==> config.mk <==
export PLATFORM = sky130hd
export DESIGN_NAME = ascon_sequencer_flat
export DESIGN_NICKNAME = d
export VERILOG_FILES = /design/src/rtl/ascon_sequencer_if.sv /design/src/rtl/ascon_sequencer.sv /design/src/flat_wrapper.sv
export SDC_FILE = /design/constraint.sdc
export NUM_CORES = 1
export LEC_CHECK = 0
export BUFFER_PORTS_ARGS = -buffer_cell sky130_fd_sc_hd__buf_2
export CAP_MARGIN = 10
export CORE_ASPECT_RATIO = 1.4
export CORE_MARGIN = 1
export CORE_UTILIZATION = 55
export CTS_CLUSTER_DIAMETER = 80
export DETAILED_ROUTE_END_ITERATION = 12
export PLACE_DENSITY_LB_ADDON = 0.25
export SYNTH_ARGS = -nofsm -noshare
export SYNTH_HDL_FRONTEND = slang
export SYNTH_SLANG_ARGS = --single-unit
==> constraint.sdc <==
create_clock -name clock_i -period 2.3 [get_ports clock_i]
set_input_delay 0.115 -clock clock_i [delete_from_list [all_inputs] [get_ports clock_i]]
set_output_delay 0.115 -clock clock_i [all_outputs]
set_load 0.005 [all_outputs]
==> src/rtl/ascon_sequencer_if.sv <==
// User/datapath control bundle for the ASCON sequencer: start/block counts and data handshake in,
// datapath round controls and user strobes out; slave is the sequencer side.
interface ascon_sequencer_if #(parameter int BLK_W = 8);
   logic             start_i;
   logic [BLK_W-1:0] ad_blocks_i;
   logic [BLK_W-1:0] pt_blocks_i;
   logic             data_valid_i;
   logic             data_ready_o;
   logic             init_state_o;
   logic             perm_en_o;
   logic [3:0]       round_o;
   logic             xor_data_o;
   logic             xor_key_init_o;
   logic             xor_domsep_o;
   logic             xor_key_fin_o;
   logic             xor_key_tag_o;
   logic             cipher_valid_o;
   logic             end_o;
   logic             busy_o;

   modport master (
      output start_i, ad_blocks_i, pt_blocks_i, data_valid_i,
      input  data_ready_o, init_state_o, perm_en_o, round_o, xor_data_o, xor_key_init_o,
             xor_domsep_o, xor_key_fin_o, xor_key_tag_o, cipher_valid_o, end_o, busy_o
   );

   modport slave (
      input  start_i, ad_blocks_i, pt_blocks_i, data_valid_i,
      output data_ready_o, init_state_o, perm_en_o, round_o, xor_data_o, xor_key_init_o,
             xor_domsep_o, xor_key_fin_o, xor_key_tag_o, cipher_valid_o, end_o, busy_o
   );
endinterface

==> src/rtl/ascon_sequencer.sv <==
// ASCON-128 encryption control FSM: Mealy strobes, registered round index; one accept cycle per block
// plus p^b/p^a rounds; stalls in WAIT_AD/WAIT_PT with data_ready_o high until data_valid_i arrives.
module ascon_sequencer #(
   parameter int PA_ROUNDS = 12,
   parameter int PB_ROUNDS = 6,
   parameter int BLK_W     = 8
) (
   input  logic              clock_i,
   input  logic              reset_i,
   ascon_sequencer_if.slave  bus
);

   localparam logic [3:0] RA_START = 4'(12 - PA_ROUNDS);
   localparam logic [3:0] RB_START = 4'(12 - PB_ROUNDS);
   localparam logic [3:0] R_LAST   = 4'd11;

   typedef enum logic [2:0] {
      IDLE, INIT, WAIT_AD, AD, WAIT_PT, PT, FIN, END_S
   } state_t;

   state_t           state_q, state_d;
   logic [3:0]       round_q, round_d;
   logic [BLK_W-1:0] ad_q, ad_d;
   logic [BLK_W-1:0] pt_q, pt_d;

   logic init_state, perm_en, xor_data, xor_key_init, xor_domsep;
   logic xor_key_fin, xor_key_tag, cipher_valid, data_ready, end_flag;
   logic start_ok;

   function automatic logic [BLK_W-1:0] sat_dec(input logic [BLK_W-1:0] v);
      return (v == '0) ? '0 : v - 1'b1;
   endfunction

   // keeps a start held across reset from producing an init pulse while reset is asserted
   assign start_ok = bus.start_i && !reset_i;

   always_ff @(posedge clock_i or posedge reset_i) begin
      if (reset_i) begin
         state_q <= IDLE;
         round_q <= '0;
         ad_q    <= '0;
         pt_q    <= '0;
      end else begin
         state_q <= state_d;
         round_q <= round_d;
         ad_q    <= ad_d;
         pt_q    <= pt_d;
      end
   end

   always_comb begin
      state_d      = state_q;
      round_d      = round_q;
      ad_d         = ad_q;
      pt_d         = pt_q;
      init_state   = 1'b0;
      perm_en      = 1'b0;
      xor_data     = 1'b0;
      xor_key_init = 1'b0;
      xor_domsep   = 1'b0;
      xor_key_fin  = 1'b0;
      xor_key_tag  = 1'b0;
      cipher_valid = 1'b0;
      data_ready   = 1'b0;
      end_flag     = 1'b0;

      case (state_q)
         IDLE, END_S: begin
            end_flag = (state_q == END_S);
            if (start_ok) begin
               init_state = 1'b1;
               ad_d       = bus.ad_blocks_i;
               pt_d       = (bus.pt_blocks_i == '0) ? BLK_W'(1) : bus.pt_blocks_i;
               round_d    = RA_START;
               state_d    = INIT;
            end
         end
         INIT: begin
            perm_en = 1'b1;
            if (round_q == R_LAST) begin
               xor_key_init = 1'b1;
               round_d      = '0;
               if (ad_q == '0) begin
                  xor_domsep = 1'b1;
                  state_d    = WAIT_PT;
               end else begin
                  state_d    = WAIT_AD;
               end
            end else begin
               round_d = round_q + 4'd1;
            end
         end
         WAIT_AD: begin
            data_ready = 1'b1;
            if (bus.data_valid_i) begin
               xor_data = 1'b1;
               ad_d     = sat_dec(ad_q);
               round_d  = RB_START;
               state_d  = AD;
            end
         end
         AD: begin
            perm_en = 1'b1;
            if (round_q == R_LAST) begin
               round_d = '0;
               if (ad_q == '0) begin
                  xor_domsep = 1'b1;
                  state_d    = WAIT_PT;
               end else begin
                  state_d    = WAIT_AD;
               end
            end else begin
               round_d = round_q + 4'd1;
            end
         end
         WAIT_PT: begin
            data_ready = 1'b1;
            if (bus.data_valid_i) begin
               xor_data     = 1'b1;
               cipher_valid = 1'b1;
               pt_d         = sat_dec(pt_q);
               // the final block enters finalisation directly instead of a p^b pass
               if (pt_q <= BLK_W'(1)) begin
                  xor_key_fin = 1'b1;
                  round_d     = RA_START;
                  state_d     = FIN;
               end else begin
                  round_d     = RB_START;
                  state_d     = PT;
               end
            end
         end
         PT: begin
            perm_en = 1'b1;
            if (round_q == R_LAST) begin
               round_d = '0;
               state_d = WAIT_PT;
            end else begin
               round_d = round_q + 4'd1;
            end
         end
         FIN: begin
            perm_en = 1'b1;
            if (round_q == R_LAST) begin
               xor_key_tag = 1'b1;
               round_d     = '0;
               state_d     = END_S;
            end else begin
               round_d = round_q + 4'd1;
            end
         end
         default: begin
            state_d = IDLE;
            round_d = '0;
         end
      endcase
   end

   assign bus.init_state_o   = init_state;
   assign bus.perm_en_o      = perm_en;
   assign bus.round_o        = round_q;
   assign bus.xor_data_o     = xor_data;
   assign bus.xor_key_init_o = xor_key_init;
   assign bus.xor_domsep_o   = xor_domsep;
   assign bus.xor_key_fin_o  = xor_key_fin;
   assign bus.xor_key_tag_o  = xor_key_tag;
   assign bus.cipher_valid_o = cipher_valid;
   assign bus.data_ready_o   = data_ready;
   assign bus.end_o          = end_flag;
   assign bus.busy_o         = (state_q != IDLE) && (state_q != END_S);

endmodule

==> src/flat_wrapper.sv <==
// flat-port wrapper written by rule: the top's interface ports become plain ports
module ascon_sequencer_flat 
#(
   parameter int PA_ROUNDS = 12,
   parameter int PB_ROUNDS = 6,
   parameter int BLK_W     = 8
)
  (clock_i, reset_i, bus_start_i, bus_ad_blocks_i, bus_pt_blocks_i, bus_data_valid_i, bus_data_ready_o, bus_init_state_o, bus_perm_en_o, bus_round_o, bus_xor_data_o, bus_xor_key_init_o, bus_xor_domsep_o, bus_xor_key_fin_o, bus_xor_key_tag_o, bus_cipher_valid_o, bus_end_o, bus_busy_o);
  ascon_sequencer_if #(.BLK_W(BLK_W)) bus_i ();
  input  logic clock_i;
  input  logic reset_i;
  input wire logic [$bits(bus_i.start_i)-1:0] bus_start_i;
  input wire logic [$bits(bus_i.ad_blocks_i)-1:0] bus_ad_blocks_i;
  input wire logic [$bits(bus_i.pt_blocks_i)-1:0] bus_pt_blocks_i;
  input wire logic [$bits(bus_i.data_valid_i)-1:0] bus_data_valid_i;
  output wire logic [$bits(bus_i.data_ready_o)-1:0] bus_data_ready_o;
  output wire logic [$bits(bus_i.init_state_o)-1:0] bus_init_state_o;
  output wire logic [$bits(bus_i.perm_en_o)-1:0] bus_perm_en_o;
  output wire logic [$bits(bus_i.round_o)-1:0] bus_round_o;
  output wire logic [$bits(bus_i.xor_data_o)-1:0] bus_xor_data_o;
  output wire logic [$bits(bus_i.xor_key_init_o)-1:0] bus_xor_key_init_o;
  output wire logic [$bits(bus_i.xor_domsep_o)-1:0] bus_xor_domsep_o;
  output wire logic [$bits(bus_i.xor_key_fin_o)-1:0] bus_xor_key_fin_o;
  output wire logic [$bits(bus_i.xor_key_tag_o)-1:0] bus_xor_key_tag_o;
  output wire logic [$bits(bus_i.cipher_valid_o)-1:0] bus_cipher_valid_o;
  output wire logic [$bits(bus_i.end_o)-1:0] bus_end_o;
  output wire logic [$bits(bus_i.busy_o)-1:0] bus_busy_o;
  assign bus_i.start_i = bus_start_i;
  assign bus_i.ad_blocks_i = bus_ad_blocks_i;
  assign bus_i.pt_blocks_i = bus_pt_blocks_i;
  assign bus_i.data_valid_i = bus_data_valid_i;
  assign bus_data_ready_o = bus_i.data_ready_o;
  assign bus_init_state_o = bus_i.init_state_o;
  assign bus_perm_en_o = bus_i.perm_en_o;
  assign bus_round_o = bus_i.round_o;
  assign bus_xor_data_o = bus_i.xor_data_o;
  assign bus_xor_key_init_o = bus_i.xor_key_init_o;
  assign bus_xor_domsep_o = bus_i.xor_domsep_o;
  assign bus_xor_key_fin_o = bus_i.xor_key_fin_o;
  assign bus_xor_key_tag_o = bus_i.xor_key_tag_o;
  assign bus_cipher_valid_o = bus_i.cipher_valid_o;
  assign bus_end_o = bus_i.end_o;
  assign bus_busy_o = bus_i.busy_o;
  ascon_sequencer #(.PA_ROUNDS(PA_ROUNDS), .PB_ROUNDS(PB_ROUNDS), .BLK_W(BLK_W)) u_core (.clock_i(clock_i), .reset_i(reset_i), .bus(bus_i));
endmodule
=== Word level (Yosys, flattened, before mapping) ===
Cells that the tools add are included.
W data, S select, Z words.

* Flip-flop bits (word level): 23
* Bits of input ports: 20
* Output and inout port bits: 15
* Word-level logic and storage cells: 82

* $add $sub $neg: 3
* $lt $le $gt $ge: 1
* Eq/ne operators: 15
* Mux-type cells: 41
* Reduce and logical (&&, ||, !) cells: 18

{| class="wikitable"
|+ Operators with widths
! cell !! number
|-
| $mux W8 || 7
|-
| $pmux W8 S2 || 2
|-
| $logic_not A8 Y1 || 3
|-
| $mux W3 || 8
|-
| $pmux W3 S6 || 1
|-
| $mux W1 || 17
|-
| $mux W4 || 4
|-
| $pmux W4 S4 || 1
|-
| $sub A8 B1 Y8 const B || 2
|-
| $eq A3 B3 Y1 const B || 4
|-
| $reduce_and A3 Y1 || 3
|-
| $le A8 B1 Y1 const B || 1
|-
| $ne A2 B1 Y1 const B || 4
|-
| $eq A3 B2 Y1 const B || 2
|-
| $reduce_and A6 Y1 || 1
|-
| $reduce_or A2 Y1 || 3
|-
| $add A4 B1 Y4 const B || 1
|-
| $eq A4 B4 Y1 const B || 1
|-
| $ne A2 B2 Y1 const B || 2
|-
| $reduce_bool A2 Y1 || 2
|-
| $reduce_or A4 Y1 || 1
|-
| $eq A3 B1 Y1 const B || 1
|-
| $logic_not A3 Y1 || 1
|-
| $ne A3 B3 Y1 const B || 1
|-
| 4 further kinds || 5
|}

=== Longest topological paths before layout ===
Gate-level depths: netlist (run 1).

* Depth in word-level cells: 4
* Mapped depth: 8
* Mapped depth without buffers: 6

=== Least setup slack after synthesis (run 1) ===
Ideal clock, no wire load.

* Kind: reg2reg
* From: register u_core.ad_q[0]
* To: register u_core.ad_q[2]
* Setup time: 0.121 ns
* Arrival time: 1.812 ns
* Required time: 2.179 ns
* Setup slack: 0.367 ns
* Stages on the path, launching flop included: 8
* Path buffers: 1
* Period minus slack after synthesis: 1.933 ns
* Path through: dfrtp_1 -> inv_1 -> ha_1 -> or3b_2 -> clkbuf_1 -> o21ai_2 -> o21ai_0 -> a22o_1

* Word-level cells in the longest chain between the ends: 4
* Elaborated cells on any way between the ends: 5
* Those cells by class: add/sub: 1; mux: 3; reduce/logical: 1

{| class="wikitable"
|+ Ends and longest elaborated chain
! element !! RTL line !! source
|-
| from (decl) || ascon_sequencer.sv:23 || <nowiki>logic [BLK_W-1:0] ad_q, ad_d;</nowiki>
|-
| from (signal assigned) || ascon_sequencer.sv:41 || <nowiki>ad_q <= '0;</nowiki>
|-
| from (signal assigned) || ascon_sequencer.sv:46 || <nowiki>ad_q <= ad_d;</nowiki>
|-
| $sub A8 B1 Y8 or $logic_not A8 Y1 (tied branches) || ascon_sequencer.sv:31 || <nowiki>return (v == '0) ? '0 : v - 1'b1;</nowiki>
|-
| $mux W8 (*) || ascon_sequencer.sv:31 ||
|-
| $mux W8 (*) || ascon_sequencer.sv:95 || <nowiki>if (bus.data_valid_i) begin</nowiki>
|-
| $pmux W8 S2 (*) || ascon_sequencer.sv:67 || <nowiki>case (state_q)</nowiki>
|}

Every way passes the cells marked *; elsewhere a longest branch is shown, timed or not. The select of a mux whose other input is x is not followed.
A chain may end at the register's enable or synchronous reset.

=== Worst setup path in the final report (run 1) ===
* From: register u_core.ad_q[0]
* To: output bus_xor_domsep_o

* Word-level cells in the longest chain between the ends: 4

{| class="wikitable"
|+ Ends and longest elaborated chain
! element !! RTL line !! source
|-
| $logic_not A8 Y1 || ascon_sequencer.sv:83, ascon_sequencer.sv:106 ||
|-
| $mux W1 || ascon_sequencer.sv:83, ascon_sequencer.sv:106 ||
|-
| $mux W1 || ascon_sequencer.sv:80 || <nowiki>if (round_q == R_LAST) begin</nowiki>
|-
| $mux W1 || -- ||
|-
| to (decl) || flat_wrapper.sv:22 || <nowiki>output wire logic [$bits(bus_i.xor_domsep_o)-1:0] bus_xor_domsep_o;</nowiki>
|}

No other way between the ends.

==> results.md, run 1 <==
* Outcome: finished, final reports clean
* Crit start category: flop
* Worst EP arrival at 2.02 ns
* CP Class: reg2out
* Worst Tran Pin Value at 0.605 ns
* Mapped Avg Cell Area at 8.74 um2
* Clk slew on worst S/H paths at 0.09 ns
* Clock root buffer: clkbuf_8
* Tightest Hold Check Type: in2reg
* Post-detailed-route count of antenna-violating nets at 0
* CTS Sinks at 23
* Setup TNS Final at 0 ns
* Initial antenna violation count at 0
* Flop2flop setup slack at 0.21 ns
* Synth async-reset ratio at 100%
* Fillers at 285
* Register bit total from synthesis at 23
* Maximum clock path buffer count at 2
* Die width at 50.4 um
* Synthesis-to-layout area growth at 13.3%
* Synth Instances at 206
* Core region area at 3120 um2
* Nets at 262
* HPWL Detailed at 3290 um
* CTS tree: built
* I/O pin count at 35
* IR drop worst, VDD at 0.702 mV
* Setup crit end kind: output pin
* WP data required at 2.18 ns
* RSZ-0062 raised after global routing: false
* DR iter-0 viols at 55
* Max Slew Vio Count at 0
* Final wirelength at 4410 um
* Vias in the first global route at 1710
* Pleak at 0.968 nW
* MaxCap Viol Count at 0
* Final Skew at 0.00120 ns
* Final setup violation count at 0
* Core Rows at 24
* Largest net degree at the start of global routing at 24
* Routed len/inst at 16.1 um
* DRC violations left at 0
* Power per standard cell area at 1250 nW/um2
* Die Y-Extent at 69.7 um
* Final cell count without fillers at 275
* Placed cells at 270
* Post-CTS setup buffer count at 0
* Total grt overflow at 0
* Max-slew headroom at 59.2%
* Worst hold slack at 0.143 ns
* Starting Density at 57.7%
* Post-layout util at 65.3%
* PortBufs at 34
* H-tree depth at 1
* Synth Flop Type: dfrtp_1
* Critical Path Fanout Max at 8
* Max Clock Freq at 0.468 GHz
* GRT Total Usage at 27.1%
* Via density at 6.20
* Final Power at 2.56 mW
* Library cells used by synthesis at 55
* Min Tclk post-route at 2.13 ns
* Die area at 3510 um2
* Number of flops mapped to enable cells by yosys at 0
* TritonCTS buffer count at 3
* First-pass DRT Iterations at 4
* Global-route wire length before repair at 7340 um
* Syn Nets at 231
* RePlAce Congestion at 0.879
* DR vias at 1706
* Final worst path period share at 92.8%
* N_diodes at 0
* Synth warnings at 0
* Fin. Hold Viols at 0
* Seq/Total Area, Yosys at 32.0%
* Mapped cell area at 1800 um2
* Worst-skew pair later-pin latency at 0.27 ns
* Share of cells above drive strength 1 at 26.7%
## cells by family after synthesis
logic type                 count (synthesis)  synth area share (%)
muxes                                      2                  1.67
adders and majority gates                  5                  3.47
DFF                                       23                  32.0
buffers and inverters                     26                  7.23
AOI/OAI and AO/OA                         71                  30.6
and+or+nand+nor                           79                  25.0
## layer usage
layer | wire length [um] | GRT usage [%]
met1 | 1800 | 29.3
met2 | 2370 | 50.8
met3 | 139 | 2.41
met4 | 99 | 12.7
met5 | 0 | 0
## layout make-up
class	instances	area [um2]	share of cell area, %
Clock buffer	3	41.3	2.02
Clock inverter	1	5.00	0.245
Inverter	9	33.8	1.66
Multi-Input combinational cell	157	1090	53.7
Sequential cell	23	576	28.2
Tap cell	39	48.8	2.39
Timing Repair Buffer	43	240	11.8
## power breakdown
group	switching [mW]	internal (mW)	leakage [nW]	total [mW]
Combinational	0.732	0.677	0.656	1.41
Clock	0.145	0.122	0.0255	0.266
Sequential	0.291	0.590	0.286	0.881
## state kept, by name, summed over array words and instances, names as in the netlist
register,count
u_core.pt_q,8
u_core.ad_q,8
u_core.state_q,3
u_core.bus.round_o,4
## cells in the mapped netlist (2+ instances only)
library cell / n / area share [%]
a21o_1: 3 / 1.3
a21oi_1: 5 / 1.4
a221oi_1: 2 / 0.97
a22o_1: 13 / 6.3
a2bb2oi_1: 2 / 0.97
and2_1: 4 / 1.4
and3_1: 2 / 0.69
buf_2: 4 / 1.1
buf_4: 3 / 1.3
buf_6: 2 / 1.3
clkbuf_1: 7 / 1.5
dfrtp_1: 23 / 32
ha_1: 5 / 3.5
inv_1: 9 / 1.9
mux2_4: 2 / 1.7
nand2_1: 17 / 3.5
nand2b_1: 5 / 1.7
nor2_1: 9 / 1.9
nor3_1: 12 / 3.3
nor3b_1: 2 / 0.83
nor4_1: 5 / 1.7
o211ai_1: 2 / 0.83
o21ai_0: 9 / 2.5
o22ai_1: 13 / 4.5
o2bb2ai_1: 2 / 0.97
o31ai_1: 5 / 2.1
o41ai_1: 2 / 0.97
or2_1: 3 / 1.0
or2_2: 2 / 0.69
or3_1: 4 / 1.4
or3b_2: 3 / 1.5
or4_4: 2 / 1.3
## worst paths after layout
path	startpoint	to	cells after the start
max	u_core.ad_q[0]	bus_xor_domsep_o	5
min	bus_ad_blocks_i[0]	u_core.ad_q[0]	3
max reg2reg	u_core.pt_q[1]	u_core.pt_q[6]	5
min reg2reg	u_core.pt_q[7]	u_core.pt_q[7]	1
max in group asynchronous	reset_i	u_core.pt_q[4]	4
min in group asynchronous	reset_i	u_core.ad_q[7]	4
## placed cells by master (no fill, tap or decap), types with 2 or more instances in the layout
cell type	instances
buf_2	34
dfrtp_1	23
nand2_1	17
o22ai_1	13
a22o_1	13
nor3_1	12
nor2_1	9
inv_1	9
o21ai_0	9
buf_4	8
nand2b_1	5
o31ai_1	5
a21oi_1	5
nor4_1	5
ha_1	5
and2_1	4
or3_1	4
or3b_2	3
or2_1	3
a21o_1	3
clkbuf_8	3
and3_1	2
or2_2	2
o41ai_1	2
o211ai_1	2
nor3b_1	2
a221oi_1	2
a2bb2oi_1	2
or4_4	2
o2bb2ai_1	2
mux2_4	2
## what timing repair did
action / in CTS / in global routing
resized for setup: 0 / 0
endpoints found under the hold margin: 23 / 0
hold buffers: 1 / 0
## metrics by stage
stage / setup WS [ns] / instance area, um2
finish: 0.165 / 2040
global route: 0.0290 / 2040
CTS: 0.185 / 2040
detailed placement: 0.267 / 1980
global placement: 0.355 / 1980
floorplan: 0.367 / 1800
## worst max-delay path, cell delays in order, from the launching register on
cell	delay, ns
dfrtp_1	0.44
inv_1	0.08
ha_1	0.17
or3b_2	0.55
nor4_1	0.33
buf_2	0.17
Note: power is estimated with default switching activity, not from simulation.
==> run 2, diff against run 1 <==
Settings changed: CORE_UTILIZATION 55 to 52, CTS_BUF_LIST from default to sky130_fd_sc_hd__clkbuf_8.
Clock period 2.3 ns to 1.75 ns, I/O delays scaled along.
==> run 2 against run 1 <==
Compared with the run above: the run now ends with setup timing left; clock power rose by 33%; total power grew 82%; non-clock buffer count increased by 52; register-to-register slack lost 0.36 ns; critical path depth rose by 1; clock skew is 0.0018 ns higher; sequential power grew 14%; first-iteration DRC count is 29% higher; critical path type is now reg2reg; largest cell class unchanged.
==> results.md, run 2 (synthesized netlist as in run 1, its figures left out) <==
* Share of cells above drive strength 1 at 50.3% (+24 points)
* Worst-skew pair later-pin latency at 0.28 ns (about the same)
* Fin. Hold Viols at 0 (unchanged)
* Violated checks: setup timing
* Crit path buf inv count at 1 (-1)
* Clock root buffer: clkbuf_8
* I/O pin count at 35 (unchanged)
* Critical Path Fanout Max at 7 (-1)
* Post-detailed-route count of antenna-violating nets at 0 (unchanged)
* Delay-heaviest family, CP: compound AO/OA/AOI/OAI gates
* Max Clock Freq at 0.528 GHz
* Die width at 51.7 um (+2.7%)
* Core Rows at 24 (unchanged)
* PortBufs at 34 (unchanged)
* Outcome: complete, but fails checks
* Final wirelength at 5600 um (+27%)
* Tightest Hold Check Type: in2reg
* Setup crit end kind: flop
* Maximum clock path buffer count at 2 (unchanged)
* Setup TNS Final at -0.634 ns (-0.634 ns)
* Die Y-Extent at 71.6 um (+2.8%)
* Final worst path period share at 108%
* Pleak at 1.27 nW (+31%)
* N_diodes at 0 (unchanged)
* Routed len/inst at 17.1 um (+6.7%)
* H-tree depth at 1 (unchanged)
* TritonCTS buffer count at 3 (unchanged)
* Nets at 314 (+20%)
* Max incr delay on CP at 0.46 ns (-0.09 ns)
* Core region area at 3210 um2 (+2.9%)
* MaxCap Viol Count at 0 (unchanged)
* Worst Tran Pin Value at 0.396 ns (-0.209 ns)
* Worst-path cell chain: inv_1, ha_2, or3b_4, o21ai_4, o21ai_1, a22o_1
* Vias in the first global route at 1856 (+8.5%)
* Largest net degree at the start of global routing at 24 (unchanged)
* Most frequent cells in the layout: 56 x buf_4, 33 x buf_2, 21 x dfrtp_1
* Worst hold slack at 0.105 ns (-0.0384 ns)
* DR iter-0 viols at 71 (+29%)
* Most common cell after layout, fill and taps aside: buf_4
* Worst hold path depth at 3 (unchanged)
* IR drop worst, VDD at 1.11 mV (+58%)
* RePlAce Congestion at 0.859 (-2.3%)
* DRC violations left at 0 (unchanged)
* Initial antenna violation count at 0 (unchanged)
* Synthesis-to-layout area growth at 46.4%
* Crit start category: flop
* R2R Path Start: u_core.ad_q[0]
* Hold path startpoint: bus_ad_blocks_i[1]
* CTS tree: built
* Max-slew headroom at 73.4% (+14 points)
* Die area at 3710 um2 (+5.6%)
* CTS Sinks at 23 (unchanged)
* R2r endpoint: u_core.ad_q[3]
* Final Power at 4.66 mW (+82%)
* RSZ-0062 raised after global routing: true
* Power per standard cell area at 1770 nW/um2 (+41%)
* WP data required at 1.92 ns (-0.26 ns)
* HPWL Detailed at 3750 um (+14%)
* R2R depth at 6 (+1)
* GRT Total Usage at 29.5% (+2.4 points)
* First-pass DRT Iterations at 4 (unchanged)
* Post-route setup slack at -0.146 ns (-0.311 ns)
* Final Skew at 0.00298 ns (+0.00178 ns)
* Final setup violation count at 9 (+9)
* Starting Density at 56.0% (-1.6 points)
* DR vias at 1964 (+15%)
* Global-route wire length before repair at 8120 um (+11%)
* Worst EP arrival at 2.06 ns (+0.04 ns)
* Cell Area, Placed at 2360 um2 (+19%)
* Post-route cell area at 2640 um2 (+29%)
* Clk slew on worst S/H paths at 0.09 ns (about the same)
* Max Slew Vio Count at 0 (unchanged)
* Min Tclk post-route at 1.90 ns
* Levels on crit path at 6 (+1)
* Flop2flop setup slack at -0.15 ns (-0.36 ns)
* Total grt overflow at 0 (unchanged)
* Crit path max-delay cell type: or3b_4
* Hold Path End: u_core.ad_q[1]
* Via density at 6.01 (-3.2%)
* CP Class: reg2reg
## run 2: worst register-to-register path, cell delays in order, from the launching register on
cell	delay, ns
dfrtp_1	0.42
inv_1	0.08
ha_2	0.17
or3b_4	0.46
o21ai_4	0.27
o21ai_1	0.14
a22o_1	0.24
## run 2: layout make-up
cell class | count | area (um2)
flip-flops and latches | 23 | 578
repair buffers | 95 | 652
clock inverters | 1 | 5.00
multi-input cells | 157 | 1280
well taps | 39 | 48.8
inverters | 9 | 33.8
fillers | 208 | 577
clock buffers | 3 | 41.3
## run 2: routing by layer
layer	vias to the layer above	global-route usage [%]	part of all wire, %
met5	-	0	0
met4	0	13.8	2.3
met3	11	2.55	3.0
met2	59	56.3	56
met1	954	31.3	39
li1	940	-	-
## run 2: worst max-delay path by stage
stage	endpoint	slack (ns)	from
floorplan	u_core.ad_q[7]	-0.06	u_core.ad_q[3]
finish	u_core.ad_q[3]	-0.15	u_core.ad_q[0]
detailed placement	u_core.ad_q[7]	-0.1	u_core.ad_q[3]
CTS	u_core.ad_q[7]	-0.10	u_core.ad_q[3]
global route	u_core.ad_q[3]	-0.19	u_core.ad_q[0]
global placement	u_core.ad_q[7]	-0.07	u_core.ad_q[3]
## run 2: what timing repair did
action | CTS | global route
endpoints found under the setup margin | 21 | 26
buffers inserted | 1 | 7
hold buffers | 1 | 0
pin swaps | 6 | 7
gates resized for setup | 17 | 23
endpoints found under the hold margin | 23 | 0
## run 2: report_power, final
group          total, mW  internal, mW  switching, mW
registers           1.00         0.782          0.220
clock network      0.355         0.160          0.195
logic               3.31          1.72           1.58
## run 2: stage by stage
stage	setup WS, ns	utilization (%)	cells
detailed placement	-0.0988	73.5	314
finish	-0.146	82.0	327
floorplan	-0.0563	-	206
CTS	-0.102	77.4	320
global route	-0.191	82.0	327
global placement	-0.0729	73.5	314
